[config.mk]
export PLATFORM = sky130hd
export DESIGN_NAME = hs_mem_sfifo_ctrl
export DESIGN_NICKNAME = d
export VERILOG_FILES = /design/src/rtl/hs_mem_sfifo_ctrl.sv
export SDC_FILE = /design/constraint.sdc
export NUM_CORES = 1
export LEC_CHECK = 0
export ABC_CLOCK_PERIOD_IN_PS = 4000
export CAP_MARGIN = 20
export CELL_PAD_IN_SITES_DETAIL_PLACEMENT = 2
export CELL_PAD_IN_SITES_GLOBAL_PLACEMENT = 2
export CORE_UTILIZATION = 23
export CTS_BUF_LIST = sky130_fd_sc_hd__clkbuf_4
export CTS_CLUSTER_DIAMETER = 50
export DETAILED_ROUTE_END_ITERATION = 16
export PLACE_DENSITY = 0.8
export SLEW_MARGIN = 15
export SYNTH_ARGS = -nofsm -noshare
export SYNTH_HDL_FRONTEND = slang
export SYNTH_SLANG_ARGS = --single-unit
[constraint.sdc]
create_clock -name clk -period 4 [get_ports clk]
set_clock_uncertainty 0.2 [all_clocks]
set_input_delay 0.8 -clock clk [delete_from_list [all_inputs] [get_ports clk]]
set_output_delay 0.8 -clock clk [all_outputs]
set_load 0.01 [all_outputs]
[src/rtl/hs_mem_sfifo_ctrl.sv]
// hs_mem_sfifo_ctrl: show-ahead synchronous FIFO controller that drives an
// external 1W/2R asynchronous-read RAM. This block owns the write/read
// pointers, the occupancy counter and the valid/ready handshakes. The RAM
// holds the payload, and its read port 1 supplies the head word directly.
module hs_mem_sfifo_ctrl #(
    parameter type DATA_TYPE    = logic [7:0],
    parameter int  DATA_DEPTH   = 16,
    parameter int  AFULL_THRESH = DATA_DEPTH - 2,
    localparam int ADDR_WIDTH   = $clog2(DATA_DEPTH),
    localparam int CNT_WIDTH    = $clog2(DATA_DEPTH + 1)
) (
    input  logic                  clk,
    input  logic                  rst_n,
    input  logic                  flush,
    input  logic                  in_valid,
    output logic                  in_ready,
    input  DATA_TYPE              in_data,
    output logic                  out_valid,
    input  logic                  out_ready,
    output DATA_TYPE              out_data,
    output logic [CNT_WIDTH-1:0]  count,
    output logic                  afull,
    output logic [ADDR_WIDTH-1:0] ram_wr0addr,
    output logic [ADDR_WIDTH-1:0] ram_r1addr,
    output DATA_TYPE              ram_wdata,
    output logic                  ram_wen,
    input  DATA_TYPE              ram_r1data
);

    // Parameter legality is checked once, at elaboration.
    if (DATA_DEPTH < 2) begin : g_bad_depth
        $error("hs_mem_sfifo_ctrl: DATA_DEPTH must be at least 2");
    end
    if (AFULL_THRESH < 1 || AFULL_THRESH > DATA_DEPTH) begin : g_bad_afull
        $error("hs_mem_sfifo_ctrl: AFULL_THRESH must lie in 1..DATA_DEPTH");
    end

    localparam logic [ADDR_WIDTH-1:0] LAST_ADDR = ADDR_WIDTH'(DATA_DEPTH - 1);
    localparam logic [CNT_WIDTH-1:0]  FULL_CNT  = CNT_WIDTH'(DATA_DEPTH);
    localparam logic [CNT_WIDTH-1:0]  AFULL_CNT = CNT_WIDTH'(AFULL_THRESH);

    logic [ADDR_WIDTH-1:0] wptr;
    logic [ADDR_WIDTH-1:0] rptr;
    logic [CNT_WIDTH-1:0]  cnt;
    logic                  init_done;
    logic                  push;
    logic                  pop;

    // The depth need not be a power of two, so the wrap is an explicit
    // compare against the last slot instead of letting the pointer overflow.
    function automatic logic [ADDR_WIDTH-1:0] next_addr(input logic [ADDR_WIDTH-1:0] addr);
        return (addr == LAST_ADDR) ? '0 : addr + ADDR_WIDTH'(1);
    endfunction

    // Handshakes. Full and empty are judged on the registered count only.
    // A pop in the same cycle therefore frees no slot, and a push in the same
    // cycle makes no word visible. Flush suppresses both transfers.
    assign in_ready  = init_done && (cnt != FULL_CNT);
    assign out_valid = (cnt != '0);
    assign push      = in_valid && in_ready && !flush;
    assign pop       = out_valid && out_ready && !flush;

    // RAM side. The head word is read combinationally at rptr (show-ahead).
    assign ram_wen     = push;
    assign ram_wdata   = in_data;
    assign ram_wr0addr = wptr;
    assign ram_r1addr  = rptr;
    assign out_data    = ram_r1data;

    assign count = cnt;
    assign afull = (cnt >= AFULL_CNT);

    // Hold off pushes until the first edge after reset is released.
    always_ff @(posedge clk or negedge rst_n) begin
        // NOTE: sequential state uses non-blocking assignments, so every flop
        // samples pre-edge values no matter how the blocks are ordered.
        if (!rst_n) begin
            init_done <= 1'b0;
        end else begin
            init_done <= 1'b1;
        end
    end

    // Pointer and occupancy update. Flush overrides any transfer.
    always_ff @(posedge clk or negedge rst_n) begin
        if (!rst_n) begin
            wptr <= '0;
            rptr <= '0;
            cnt  <= '0;
        end else if (flush) begin
            wptr <= '0;
            rptr <= '0;
            cnt  <= '0;
        end else begin
            if (push) begin
                wptr <= next_addr(wptr);
            end
            if (pop) begin
                rptr <= next_addr(rptr);
            end
            case ({push, pop})
                2'b10:   cnt <= cnt + CNT_WIDTH'(1);
                2'b01:   cnt <= cnt - CNT_WIDTH'(1);
                default: cnt <= cnt;
            endcase
        end
    end

endmodule

=== Word-level counts from Yosys, hierarchy flattened ===
Index checks and enable logic that the tools add are counted.

* Memories: 0
* Logic and storage cells: 32
* Input port bits: 21
* Memory bits (writable): 0
* Register bits: 14
* Memory bits (read-only): 0
* Bits in latches: 0

* Magnitude comparators: 1
* Multipliers: 0
* Mux-type cells: 8
* Add/subtract/negate cells: 4
* Shift operators: 0
* Bitwise gates (word level): 0
* Reduce and logical (&&, ||, !) cells: 10
* Equality and inequality tests: 5
* Div/mod/pow operators: 0

{| class="wikitable"
|+ Operators by type and width
! cell !! count
|-
| two-way mux 4 bit || 6
|-
| one-hot mux 5 bit (2 select lines) || 1
|-
| adder 4 x 1 -> 4 bit, second input constant || 2
|-
| equality test 4 bit, second input constant || 2
|-
| adder 5 x 1 -> 5 bit, second input constant || 1
|-
| >= comparator 5 x 4 -> 1 bit, second input constant || 1
|-
| logical AND 1 bit || 5
|-
| two-way mux 5 bit || 1
|-
| inequality test 5 bit, second input constant || 1
|-
| nonzero test 5 bit || 1
|-
| subtractor 5 x 1 -> 5 bit, second input constant || 1
|-
| nonzero test 2 bit || 2
|-
| nonzero test 3 bit || 1
|-
| equality test 2 x 1 -> 1 bit, second input constant || 1
|-
| equality test 2 bit, second input constant || 1
|-
| zero test 1 bit || 1
|}

=== Logic depth before layout (Yosys ltp) ===
* Depth in word-level cells: 7
* Mapped depth: 9
* Mapped depth without buffers: 9

=== Worst setup path before layout ===
Ideal clock, no wire load.

* Path kind: in2reg
* Start point: in out_ready
* End point: reg cnt[4] (netlist: count[4])
* Data required time: 3.676 ns
* Data arrival time: 2.819 ns
* Cell stages on the path: 8
* Slack: 0.857 ns
* Cell sequence: buf_2 -> o21ai_0 -> or3_2 -> fa_1 -> nand2b_1 -> a2111oi_0 -> a211oi_1 -> o31a_1

* Word-level cells in the longest chain between the ends: 5

{| class="wikitable"
|+ Ends and longest elaborated chain
! element !! line !! RTL
|-
| from (decl) || 19 || <nowiki>input logic out_ready,</nowiki>
|-
| logical AND 1 bit * (2 in series) || 61 || <nowiki>assign pop = out_valid && out_ready && !flush;</nowiki>
|-
| equality test 2 x 1 -> 1 bit or equality test 2 bit (tied branches) || 101 || <nowiki>case ({push, pop})</nowiki>
|-
| one-hot mux 5 bit (2 select lines) || 101 ||
|-
| two-way mux 5 bit || 90 || <nowiki>end else if (flush) begin</nowiki>
|-
| to (signal assigned) || 102 || <nowiki>2'b10: cnt <= cnt + CNT_WIDTH'(1);</nowiki>
|-
| to (signal assigned) || 103 || <nowiki>2'b01: cnt <= cnt - CNT_WIDTH'(1);</nowiki>
|-
| to (signal assigned) || 104 || <nowiki>default: cnt <= cnt;</nowiki>
|-
| to (decl) || 44 || <nowiki>logic [CNT_WIDTH-1:0] cnt;</nowiki>
|}

Every way passes the cells marked *; elsewhere a longest branch is shown, timed or not.
A chain may end at the register's enable or synchronous reset.

=== Final worst setup path ===
* Start point: in in_valid
* End point: out ram_wen

* Word-level cells in the longest chain between the ends: 2

{| class="wikitable"
|+ Ends and longest elaborated chain
! element !! line !! RTL
|-
| from (decl) || 15 || <nowiki>input logic in_valid,</nowiki>
|-
| logical AND 1 bit (2 in series) || 60 || <nowiki>assign push = in_valid && in_ready && !flush;</nowiki>
|-
| to (decl) || 26 || <nowiki>output logic ram_wen,</nowiki>
|}

Every way passes these cells.

==> metrics.md <==
| Metric | Value |
|---|---|
| Total Wirelength | 3153 µm |
| Worst setup EP type | primary output |
| Worst-case vdd ir drop | 0.1069 mV |
| Cell accounting for the most synthesized area | sky130_fd_sc_hd__dfrtp_1 |
| DRT antenna net count | 0 |
| TritonCTS sink count | 14 |
| Required time reported for the critical path endpoint | 3.00 ns |
| Largest net degree at the start of global routing | 15 |
| PwrDens | 523.4 nW/µm² |
| Setup crit start kind | input pin |
| Floorplan row count | 24 |
| Initial core utilization | 0.2444 |
| Switching power of the nets | 282.6 µW |
| Post-CTS Hold Fix Bufs | 0 |
| Cells on worst reg2reg path | 8 |
| Fraction of layout instances using a drive strength above 1 | 0.1085 |
| Antenna cells | 0 |
| YS warnings | 0 |
| Worst hold start | ram_wr0addr[3]$_DFFE_PN0P_ |
| Max_cap viols | 0 |
| DRC violations left | 8 |
| Floorplan core area | about 4400 µm² |
| Post-synthesis area per instance | 8.976 µm² |
| Status | finished with violations |
| Synth-to-Final Area Change | 16.94% |
| Sequential-to-total area share from yosys stat | 0.3226 |
| Number of failing hold endpoints at the final stage | 0 |
| Boundary pin count | 54 |
| Final clock period utilization by the worst path | 0.8672 |
| RSZ-0062 raised after global routing | false |
| Placed Instance Area | 1244 µm² |
| Share of the synthesized area in the top cell type | 0.3226 |
| Weighted congestion at the end of routability-driven global placement | 0.7999 |
| CTS max path bufs | 2 |
| Final slew viol count | 0 |
| Root Buffer Master | sky130_fd_sc_hd__clkbuf_4 |
| Final HPWL DP | 2453 µm |
| Min-Delay Path Depth | 1 |
| Wire length of the first global-routing pass | 5292 µm |
| Maximum clock frequency | 288.3 MHz |
| Part of the total power dissipated in combinational logic | 0.549 |
| Critical path arrival | 2.47 ns |
| Port-buffer cells | 21 |
| Max H-tree Level | 1 |
| Via density per instance | 5.099 |
| Aggregate global-route resource usage | 0.1367 |
| Final std cell area, no fill | 1270 µm² |
| First-pass iteration count of the detailed router | 11 |
| Violated checks | DRC |
| Setup-failing EPs final | 0 |
| Internal portion of total power | 382.2 µW |
| Inserted Clock Buffers | 3 |
| Die area | 5001 µm² |
| Total setup buffers inserted after CTS | 0 |
| Worst-Margin Slew | 0.7409 ns |
| Most frequently used flop master after synthesis | sky130_fd_sc_hd__dfrtp_1 |
| Quantity of gates resized following cts | 0 |
| Library cell with the highest instance count after synthesis | sky130_fd_sc_hd__buf_4 |
| Setup total negative slack | 0 ns |
| Time the final worst path needs with I/O delays and setup | between 3 and 4 ns |
| Classification of the worst-slack hold path | flip-flop to flip-flop |
| Vias | 923 |
| Die extent in y | 70.72 µm |
| Antenna violations before repair | 0 |
| Total Power | 664.7 µW |
| Worst r2r dst | count[4]$_DFFE_PN0P_ |
| Horizontal die dimension | around 71 µm |
| Sequential share of power | 0.318 |
| Destination of the worst hold path | ram_wr0addr[3]$_DFFE_PN0P_ |
| Nets@finish | 157 |
| Worst Path Max Fanout | 8 |
| Detail-routed net length per standard cell | 17.42 µm |
| Fraction of power spent switching nets | 0.4251 |
| Number of enable flip-flop cells after synthesis | 0 |
| Critical setup path kind | input pin to primary output |
| Commonest cells in the netlist | sky130_fd_sc_hd__buf_4, sky130_fd_sc_hd__dfrtp_1, sky130_fd_sc_hd__nand2_1, sky130_fd_sc_hd__nor2_1, sky130_fd_sc_hd__inv_1 |
| Skew-Pair Late Insertion Delay | around 0.29 ns |
| Max-slew headroom at the worst pin | 0.5045 |
| Combined area of all synthesized cells | 1086 µm² |
| Reg2Reg Launch Point | count[1]$_DFFE_PN0P_ |
| Global route overflow | 0 |
| Number of global-route vias before repair | 1009 |
| Static leakage power | about 0.00056 µW |
| Clock share of power | 0.132 |
| Fraction of registers with async set or reset after synthesis | 1.000 |
| Number of instances in the synthesized netlist | 121 |
| CTS clk-pin slew, worst paths | 0.09 ns |
| Number of DRC markers in iteration 0 | 39 |
| Number of nets produced by synthesis | between 100 and 150 |
| Leading cell types by total area after synthesis | sky130_fd_sc_hd__dfrtp_1, sky130_fd_sc_hd__buf_4, sky130_fd_sc_hd__ha_1 |
| CTS tree | built |
| Register-to-Register Setup Slack | roughly 0.56 ns |
| Number of distinct library cells after synthesis | between 40 and 50 |
| Post-synthesis register bit count | 14 |
[worst max-delay path by stage]
stage	start	endpoint	slack (ns)
4_1_cts	in_valid	ram_wen	0.52
3_3_place_gp	in_valid	count[4]$_DFFE_PN0P_	0.38
6_report	in_valid	ram_wen	0.53
5_1_grt	count[1]$_DFFE_PN0P_	count[4]$_DFFE_PN0P_	0.33
3_5_place_dp	in_valid	count[4]$_DFFE_PN0P_	0.33
2_1_floorplan	out_ready	count[4]$_DFFE_PN0P_	0.86
[area by class of cell]
type | instances | area, µm²
timing repair buffer | 23 | 225.2
clock buffer | 3 | 22.52
inverter | 8 | 30.03
tap | 52 | 65.06
multi-input combinational | 80 | 573.1
fill | 507 | 3174
sequential | 14 | 350.3
clock inverter | 1 | 3.754
[critical path, cell delays in order]
cell and delay [ns]:
sky130_fd_sc_hd__clkdlybuf4s50_1 0.47, sky130_fd_sc_hd__nand2_1 0.10, sky130_fd_sc_hd__a21oi_2 0.35, sky130_fd_sc_hd__and2_2 0.23, sky130_fd_sc_hd__clkdlybuf4s50_1 0.53
[kinds of logic (layout without fill, tap and decap cells)]
| family | after synthesis | after routing | share of synthesized area |
|---|---|---|---|
| buffers and inverters | 27 | 35 | 0.1498 |
| adder cells (fa/ha/maj) | 6 | 6 | 0.07604 |
| flip-flops | 14 | 14 | 0.3226 |
| AO/OA/AOI/OAI | 25 | 25 | 0.1774 |
| other | 1 | 1 | 0.003453 |
| AND/OR/NAND/NOR | 40 | 40 | 0.1901 |
| XOR/XNOR | 2 | 2 | 0.01613 |
| multiplexers | 6 | 6 | 0.06452 |
[per-layer routing]
layer | global-route usage | part of all wire | wire length (µm)
met1 | 0.1483 | 0.40 | 1259
met2 | 0.2521 | 0.53 | 1683
met3 | 0.03419 | 0.042 | 132
met4 | 0.05778 | 0.025 | 78
met5 | 0 | 0 | 0
[power groups by stage]
stage / Combinational, µW / Sequential, µW / Clock [µW]
detailed placement: 369 / 215 / 0
global route: 395 / 218 / 97.9
finish: 365 / 211 / 88.0
CTS: 372 / 212 / 92.8
floorplan: 232 / 212 / 0
global placement: 351 / 209 / 0
[sequential cells by signal, indices dropped and copies added (netlist names)]
name and flops:
count 5, init_done 1, ram_wr0addr 4, ram_r1addr 4
[cell usage in the layout (no fill, tap or decap), types with 2 or more instances in the layout]
master,n
sky130_fd_sc_hd__clkdlybuf4s50_1,21
sky130_fd_sc_hd__dfrtp_1,14
sky130_fd_sc_hd__nand2_1,13
sky130_fd_sc_hd__nor2_1,10
sky130_fd_sc_hd__inv_1,8
sky130_fd_sc_hd__nand3_1,6
sky130_fd_sc_hd__a21oi_1,6
sky130_fd_sc_hd__ha_1,5
sky130_fd_sc_hd__mux2i_1,4
sky130_fd_sc_hd__clkbuf_4,3
sky130_fd_sc_hd__o21ai_0,2
sky130_fd_sc_hd__o211ai_1,2
sky130_fd_sc_hd__nand2b_1,2
sky130_fd_sc_hd__a21o_1,2
sky130_fd_sc_hd__a211oi_1,2
sky130_fd_sc_hd__mux2_4,2
sky130_fd_sc_hd__buf_4,2
[through the flow]
step / hold WS, ns / utilization / setup WS, ns / cells
floorplan: 0.3044 / - / 0.8570 / 121
global placement: 0.3148 / 0.2798 / 0.3820 / 177
detailed placement: 0.3528 / 0.2798 / 0.3340 / 177
CTS: 0.3541 / 0.2858 / 0.5239 / 181
global route: 0.3761 / 0.2858 / 0.3337 / 181
finish: 0.3494 / 0.2858 / 0.5312 / 181
No activity file was read; power rests on OpenSTA's default activity.
